[src/rtl/multicycle_adder.sv]
// Area-reduced adder/subtractor: adds CHUNK bits per clock through a rippled
// full_adder chain, carrying between chunks in a single register.

module full_adder (
   input  logic a_i,
   input  logic b_i,
   input  logic c_i,
   output logic s_o,
   output logic c_o
);
   assign s_o = a_i ^ b_i ^ c_i;
   assign c_o = (a_i & b_i) | (c_i & (a_i ^ b_i));
endmodule

module multicycle_adder #(
   parameter int WIDTH = 32,
   parameter int CHUNK = 8
) (
   input  logic             clk,
   input  logic             reset,
   input  logic             start,
   input  logic             sub,
   input  logic [WIDTH-1:0] a,
   input  logic [WIDTH-1:0] b,
   input  logic             cin,
   output logic             busy,
   output logic             done,
   output logic [WIDTH-1:0] s,
   output logic             cout,
   output logic             overflow,
   output logic             zero
);
   localparam int N  = WIDTH / CHUNK;
   localparam int CW = (N > 1) ? $clog2(N) : 1;
   localparam logic [CW-1:0] LAST = CW'(N - 1);

   if (CHUNK < 1 || CHUNK > WIDTH || (WIDTH % CHUNK) != 0) begin : g_bad_chunk
      $error("multicycle_adder: CHUNK must divide WIDTH with 1 <= CHUNK <= WIDTH");
   end

   typedef enum logic {IDLE = 1'b0, RUN = 1'b1} state_t;

   state_t           state_q;
   logic [WIDTH-1:0] a_q, b_q, acc_q;
   logic             carry_q;
   logic [CW-1:0]    cnt_q;

   logic [CHUNK:0]   c_s;
   logic [CHUNK-1:0] sum_s;
   logic [WIDTH-1:0] acc_d, a_d, b_d;

   assign c_s[0] = carry_q;

   for (genvar i = 0; i < CHUNK; i++) begin : g_chain
      full_adder u_fa (
         .a_i(a_q[i]),
         .b_i(b_q[i]),
         .c_i(c_s[i]),
         .s_o(sum_s[i]),
         .c_o(c_s[i+1])
      );
   end

   // Operands shift down one chunk per cycle; sums enter the result from the top.
   if (CHUNK == WIDTH) begin : g_single
      assign acc_d = sum_s;
      assign a_d   = {WIDTH{1'b0}};
      assign b_d   = {WIDTH{1'b0}};
   end else begin : g_multi
      assign acc_d = {sum_s, acc_q[WIDTH-1:CHUNK]};
      assign a_d   = {{CHUNK{1'b0}}, a_q[WIDTH-1:CHUNK]};
      assign b_d   = {{CHUNK{1'b0}}, b_q[WIDTH-1:CHUNK]};
   end

   always_ff @(posedge clk) begin
      if (reset) begin
         state_q  <= IDLE;
         a_q      <= {WIDTH{1'b0}};
         b_q      <= {WIDTH{1'b0}};
         acc_q    <= {WIDTH{1'b0}};
         carry_q  <= 1'b0;
         cnt_q    <= {CW{1'b0}};
         busy     <= 1'b0;
         done     <= 1'b0;
         s        <= {WIDTH{1'b0}};
         cout     <= 1'b0;
         overflow <= 1'b0;
         zero     <= 1'b0;
      end else begin
         case (state_q)
            IDLE: begin
               done <= 1'b0;
               if (start) begin
                  a_q     <= a;
                  b_q     <= sub ? ~b : b;
                  carry_q <= sub ? 1'b1 : cin;
                  cnt_q   <= {CW{1'b0}};
                  busy    <= 1'b1;
                  state_q <= RUN;
               end
            end
            RUN: begin
               a_q     <= a_d;
               b_q     <= b_d;
               acc_q   <= acc_d;
               carry_q <= c_s[CHUNK];
               cnt_q   <= cnt_q + CW'(1);
               // Chain bit CHUNK-1 of the last chunk is the MSB of the word.
               if (cnt_q == LAST) begin
                  s        <= acc_d;
                  cout     <= c_s[CHUNK];
                  overflow <= c_s[CHUNK-1] ^ c_s[CHUNK];
                  zero     <= (acc_d == {WIDTH{1'b0}});
                  done     <= 1'b1;
                  busy     <= 1'b0;
                  state_q  <= IDLE;
               end
            end
            default: begin
               state_q <= IDLE;
               busy    <= 1'b0;
               done    <= 1'b0;
            end
         endcase
      end
   end
endmodule

[config.mk]
export PLATFORM = sky130hd
export DESIGN_NAME = multicycle_adder
export DESIGN_NICKNAME = d
export VERILOG_FILES = /design/src/rtl/multicycle_adder.sv
export SDC_FILE = /design/constraint.sdc
export NUM_CORES = 1
export LEC_CHECK = 0
export ABC_CLOCK_PERIOD_IN_PS = 4300
export CAP_MARGIN = 10
export CORE_MARGIN = 3
export CORE_UTILIZATION = 47
export DETAILED_ROUTE_END_ITERATION = 7
export PLACE_DENSITY = 0.83
export SYNTH_ARGS = -nofsm -noshare
export SYNTH_HDL_FRONTEND = slang
export SYNTH_HIERARCHICAL = 1
export SYNTH_SLANG_ARGS = --single-unit
[constraint.sdc]
create_clock -name clk -period 4.3 [get_ports clk]
set_input_delay 0.43 -clock clk [delete_from_list [all_inputs] [get_ports clk]]
set_output_delay 0.43 -clock clk [all_outputs]
set_load 0.1 [all_outputs]
* Word-level counts from Yosys, hierarchy flattened
Cells that the tools add are included.
** Storage, ports and cells
- Bits in registers :: 137
- Output and inout port bits :: 37
** Operators by class
- Add/sub/neg operators :: 1
- Equal/unequal tests :: 3
- Mux-type cells :: 18
- Bitwise operators :: 43
- Reductions and logical operators :: 3
** Operators with widths (number)
- case mux 32 bit (2 select lines) :: 2
- two-way mux 32 bit :: 3
- zero test 32 bit :: 1
- NOT 32 bit :: 1
- bitwise XOR 1 bit :: 17
- bitwise AND 1 bit :: 16
- OR 1 bit :: 8
- case mux 1 bit (2 select lines) :: 4
- two-way mux 1 bit :: 7
- case mux 2 bit (2 select lines) :: 1
- AND reduction 2 bit :: 2
- adder 2 x 1 -> 2 bit (second input constant) :: 1
- equality test 2 bit (second input constant) :: 1
- two-way mux 2 bit :: 1
- inequality test 2 x 1 -> 1 bit (second input constant) :: 1
- inequality test 2 bit (second input constant) :: 1
- NOT 1 bit :: 1

* Depth between registers and ports, before layout
- Word-level depth :: 18
- Mapped depth :: 11
- Depth with buffers taken out :: 11

* Cells and area by module
Netlist, hierarchy kept.
** Modules (own cells, without submodules)
- multicycle_adder :: times used 1, cells each 597, area an instance 5475.3 um2, seq. area each 2582.5 um2
- full_adder :: times used 8, cells each 1, area an instance 20.0 um2, seq. area each 0.0 um2

* Worst setup path before layout
No wires, ideal clock.
- Path kind :: reg-to-reg
- Start :: register a_q[0]
- End :: register zero
- Library setup time :: 0.087 ns
- Arrival :: 4.094 ns
- Data required time :: 4.213 ns
- Setup slack :: 0.119 ns
- Cell stages (with the launch flop) :: 12
- Path buffers :: 0
- Clock period less this slack :: 4.181 ns
- Cell sequence :: dfxtp_1 fa_1 fa_1 fa_1 fa_1 fa_1 fa_1 fa_1 fa_1 nor4_1 nand4_1 o31ai_1
** On the way
- Longest elaborated chain between the ends :: 17
- Elaborated cells on any way between the ends :: 25
- Those cells by class :: 24 x bitwise; 1 x reduce/logical
** Ends and longest elaborated chain
- start: declaration :: line 44 : logic [WIDTH-1:0] a_q, b_q, acc_q;
- start signal: assignment :: line 78 : a_q <= {WIDTH{1'b0}};
- bitwise XOR 1 bit :: line 12 : assign c_o = (a_i & b_i) | (c_i & (a_i ^ b_i));
- bitwise AND 1 bit :: line 12
- OR 1 bit * :: line 12
- named net c_s[1] :: line 48 : logic [CHUNK:0] c_s;
- bitwise AND 1 bit * :: line 12
- OR 1 bit * :: line 12
- named net c_s[2] :: line 48
- bitwise AND 1 bit * :: line 12
- (+1 left out)
- named net c_s[3] :: line 48
- (+2 left out)
- named net c_s[4] :: line 48
- (+2 left out)
- named net c_s[5] :: line 48
- (+1 left out)
- OR 1 bit * :: line 12
- named net c_s[6] :: line 48
- bitwise AND 1 bit * :: line 12
- OR 1 bit * :: line 12
- named net c_s[7] :: line 48
- bitwise XOR 1 bit * :: line 11 : assign s_o = a_i ^ b_i ^ c_i;
- named net acc_d[31] :: line 50 : logic [WIDTH-1:0] acc_d, a_d, b_d;
- zero test 32 bit * :: line 113 : zero <= (acc_d == {WIDTH{1'b0}});
- end signal: assignment :: line 113
- end: declaration :: line 31 : output logic zero
The timed path passes the listed nets; every way through them passes the cells marked *.
A chain may end at the register's enable or synchronous reset.

* Worst setup path in the final report
- Start :: register a_q[0]
- End :: register acc_q[31]
** On the way
- Longest elaborated chain between the ends :: 16
- Elaborated cells on any way between the ends :: 17
- Those cells by class :: 17 x bitwise
** Ends and longest elaborated chain
- bitwise XOR 1 bit :: line 12
- bitwise AND 1 bit :: line 12
- OR 1 bit * :: line 12
- named net c_s[1] :: line 48
- bitwise AND 1 bit * :: line 12
- OR 1 bit * :: line 12
- named net c_s[2] :: line 48
- bitwise AND 1 bit * :: line 12
- (+1 left out)
- named net c_s[3] :: line 48
- (+2 left out)
- named net c_s[4] :: line 48
- (+2 left out)
- named net c_s[5] :: line 48
- bitwise AND 1 bit * :: line 12
- OR 1 bit * :: line 12
- named net c_s[6] :: line 48
- bitwise AND 1 bit * :: line 12
- OR 1 bit * :: line 12
- named net c_s[7] :: line 48
- bitwise XOR 1 bit * :: line 11
- named net acc_d[31] :: line 50
- end signal: assignment :: line 80 : acc_q <= {WIDTH{1'b0}};
- end: declaration :: line 44
Marked as above.

==> run summary <==
status: finished, final reports clean
most frequent cell after synthesis: dfxtp_1
setup TNS: 0 ns
synthesized flop and latch total: 129
first-pass detailed-route iteration total: 4
post-synthesis area per instance: 9.31 µm²
largest net degree at the start of global routing: 103
first-pass GRT wire length: 21.2 mm
row count: 39
Post-Synth Adder-Cell Area: 3.06%
final hold viol count: 0
fraction of final layout cells sized beyond drive strength 1: 9.90%
# IOs: 106
Mapped Nets: 683
Leak: 2.72 nW
Synth cell types: 31
crit share post-route: 96.8%
Sink Count: 129
GPL Wtd Cong: 0.856
grt ovf: 0
R2R Path End: acc_q[31]
RSZ-0062 raised after global routing: no
# DRC: 0
CP max FO: 2
Clk Latency, worst-skew pair: 0.41 ns
largest area contributor in the netlist: dfxtp_1
Post-Place Cells: 807
CTS tree: done
initial antenna violation count: 0
Max Slew Vio Count: 0
Initial DRC Count: 364
Total GRT Usage: 20.1%
xor/xnor cell area share of the yosys netlist: 5.13%
Crit Reg-Reg Startpoint: a_q[0]
Worst setup endpoint: acc_q[31]
maximum VDD drop: 0.255 mV
most frequent cells after synthesis: dfxtp_1 (129), nor2_1 (96), nand2_1 (93), a21oi_1 (59), mux2i_1 (56)
n_diodes: 0
routed wire length: 13.0 mm
PwrDens: 418 mW/mm²
DP HPWL: 8.43 mm
Core Util, Final: 62.1%
vias in the first global route: 4306
die height: 116 µm
YS warnings: 6
vias: 4408
Initial Utilization: 48.7%
share of the synthesized area in the top cell type: 45.8%
Vias/cell: 5.25
Async SR Flop Fraction: 0%
Synth Area in Compound Gates: 10.8%
post-synthesis cell count: 605
crit path launch type: flop
Mapped Area: 0.00564 mm²
die extent in x: 116 µm
main combinational cell family by area after synthesis: simple AND/OR/NAND/NOR gates
CORE AREA: 0.0116 mm²
sequential-to-total area share from yosys stat: 45.8%
relative slew slack: 25.1%
Critical Path Start: a_q[0]
Worst Path Required: 4.58 ns
Synth Flop Type: dfxtp_1
# H-tree levels: 4
Clock Tree Buf Depth: 2
Layout fillers: 921
fmax: 0.240 GHz
Post-Route Skew: 0.00946 ns
Finished Layout Cells: 840
endpoint class of the critical path: flop
Worst R2R Setup Slack: 0.14 ns
Hold WC Path Type: reg -> reg
Post-synth EDFFs: 0
nets: 763
Root Buffer Master: clkbuf_16
MaxCap Viol Count: 0
Slew @ Worst Pin: 1.12 ns
CTS Buf Count: 17
final setup fails: 0
mux share of post-synthesis cell area: 14.7%
cell count of the worst reg-to-reg path: 12
critical path type: reg -> reg
IO Port Bufs: 105
WL/cell: 15.5 µm
Die Area: 0.0133 mm²
Final ANT Viol Nets: 0
Post-Synth Simple-Gate Area: 14.8%
fin crit period: 4.16 ns
clk slew on worst S/H paths: 0.05 ns
crit path DAT: 4.44 ns
synth top area cells: dfxtp_1 (46%), mux2i_1 (9.9%), nor2_1 (6.4%)
Layout area overhead: 27.5%
==> power breakdown <==
| group | leakage (nW) | switching (mW) | internal, mW | total, mW |
|---|---|---|---|---|
| registers | 1.05 | 0.0495 | 1.25 | 1.30 |
| logic | 1.39 | 0.155 | 0.183 | 0.337 |
| clock network | 0.273 | 0.513 | 0.852 | 1.37 |
==> per-stage QoR <==
stage	power [mW]	hold slack (ns)	worst slack (ns)	instance area (µm²)
3_3_place_gp	1.64	0.443	0.0209	6570
2_1_floorplan	1.55	0.441	0.119	5640
4_1_cts	3.01	0.456	0.0174	7160
3_5_place_dp	1.65	0.446	-0.0392	6570
6_report	3.00	0.456	0.139	7180
5_1_grt	3.11	0.479	0.0552	7180
==> cells by family after synthesis <==
logic type	after synthesis
simple gates	208
buf+inv	50
flops	129
xor+xnor	33
fa+ha+maj	9
compound gates	96
mux	80
==> worst min path at each step <==
stage,from,end,slack (ns),cells after the start
final,s[3],s[3],0.46,2
after CTS,b_q[21],b_q[13],0.46,2
after global routing,b_q[31],b_q[23],0.48,2
after floorplan,b_q[8],b_q[0],0.44,2
after global placement,s[14],s[14],0.44,2
after detailed placement,s[31],s[31],0.45,2
==> worst max-delay path, cell delays in order (launching register included) <==
cell and delay (ns):
dfxtp_1 0.32, fa_1 0.46, fa_2 0.37, fa_1 0.40
fa_1 0.40, fa_2 0.36, fa_2 0.36, fa_2 0.39
fa_1 0.49, buf_4 0.16, buf_4 0.13, mux2i_1 0.12
nor2_1 0.06
==> registers in the layout (all words and copies together) (netlist names), 2 cells and up <==
register  flops
acc_q        24
cnt_q         2
s            32
b_q          32
a_q          32
==> layer usage <==
metal / up-vias / track usage, % / part of all wire, %
li1: 2201 / - / -
met1: 2051 / 25.0 / 42
met2: 138 / 34.7 / 51
met3: 18 / 4.07 / 5.4
met4: 0 / 6.89 / 1.7
met5: - / 0 / 0
==> cell type report <==
| type | count | area (µm²) | share of cell area [%] |
|---|---|---|---|
| multi-input combinational | 426 | 2750 | 38.3 |
| sequential | 129 | 2590 | 36.0 |
| timing repair buffer | 110 | 1100 | 15.3 |
| clock buffer | 22 | 485 | 6.76 |
| tap | 143 | 179 | 2.49 |
| clock inverter | 9 | 81.3 | 1.13 |
| inverter | 1 | 3.75 | 0.0522 |
==> cells in the final DEF, fill, tap and decap left out, types with 4 or more instances in the layout <==
cell type and instances:
a211o_1 25, a211oi_1 9, a21oi_1 59, buf_4 6, clkbuf_16 18, clkdlybuf4s50_1 102
clkinv_2 4, dfxtp_1 128, fa_1 4, fa_2 4, mux2_2 24, mux2i_1 56
nand2_1 93, nor2_1 96, nor4_1 5, xnor2_1 33
==> what timing repair did <==
| action | 4_1_cts | 5_1_grt |
|---|---|---|
| setup buffers | 1 | 0 |
| pin swaps | 2 | 3 |
| setup endpoints to repair | 1 | 1 |
| resized for setup | 5 | 0 |
| cloned | 0 | 0 |
| hold buffers | 0 | 0 |
Power figures use the tool's default switching activity.
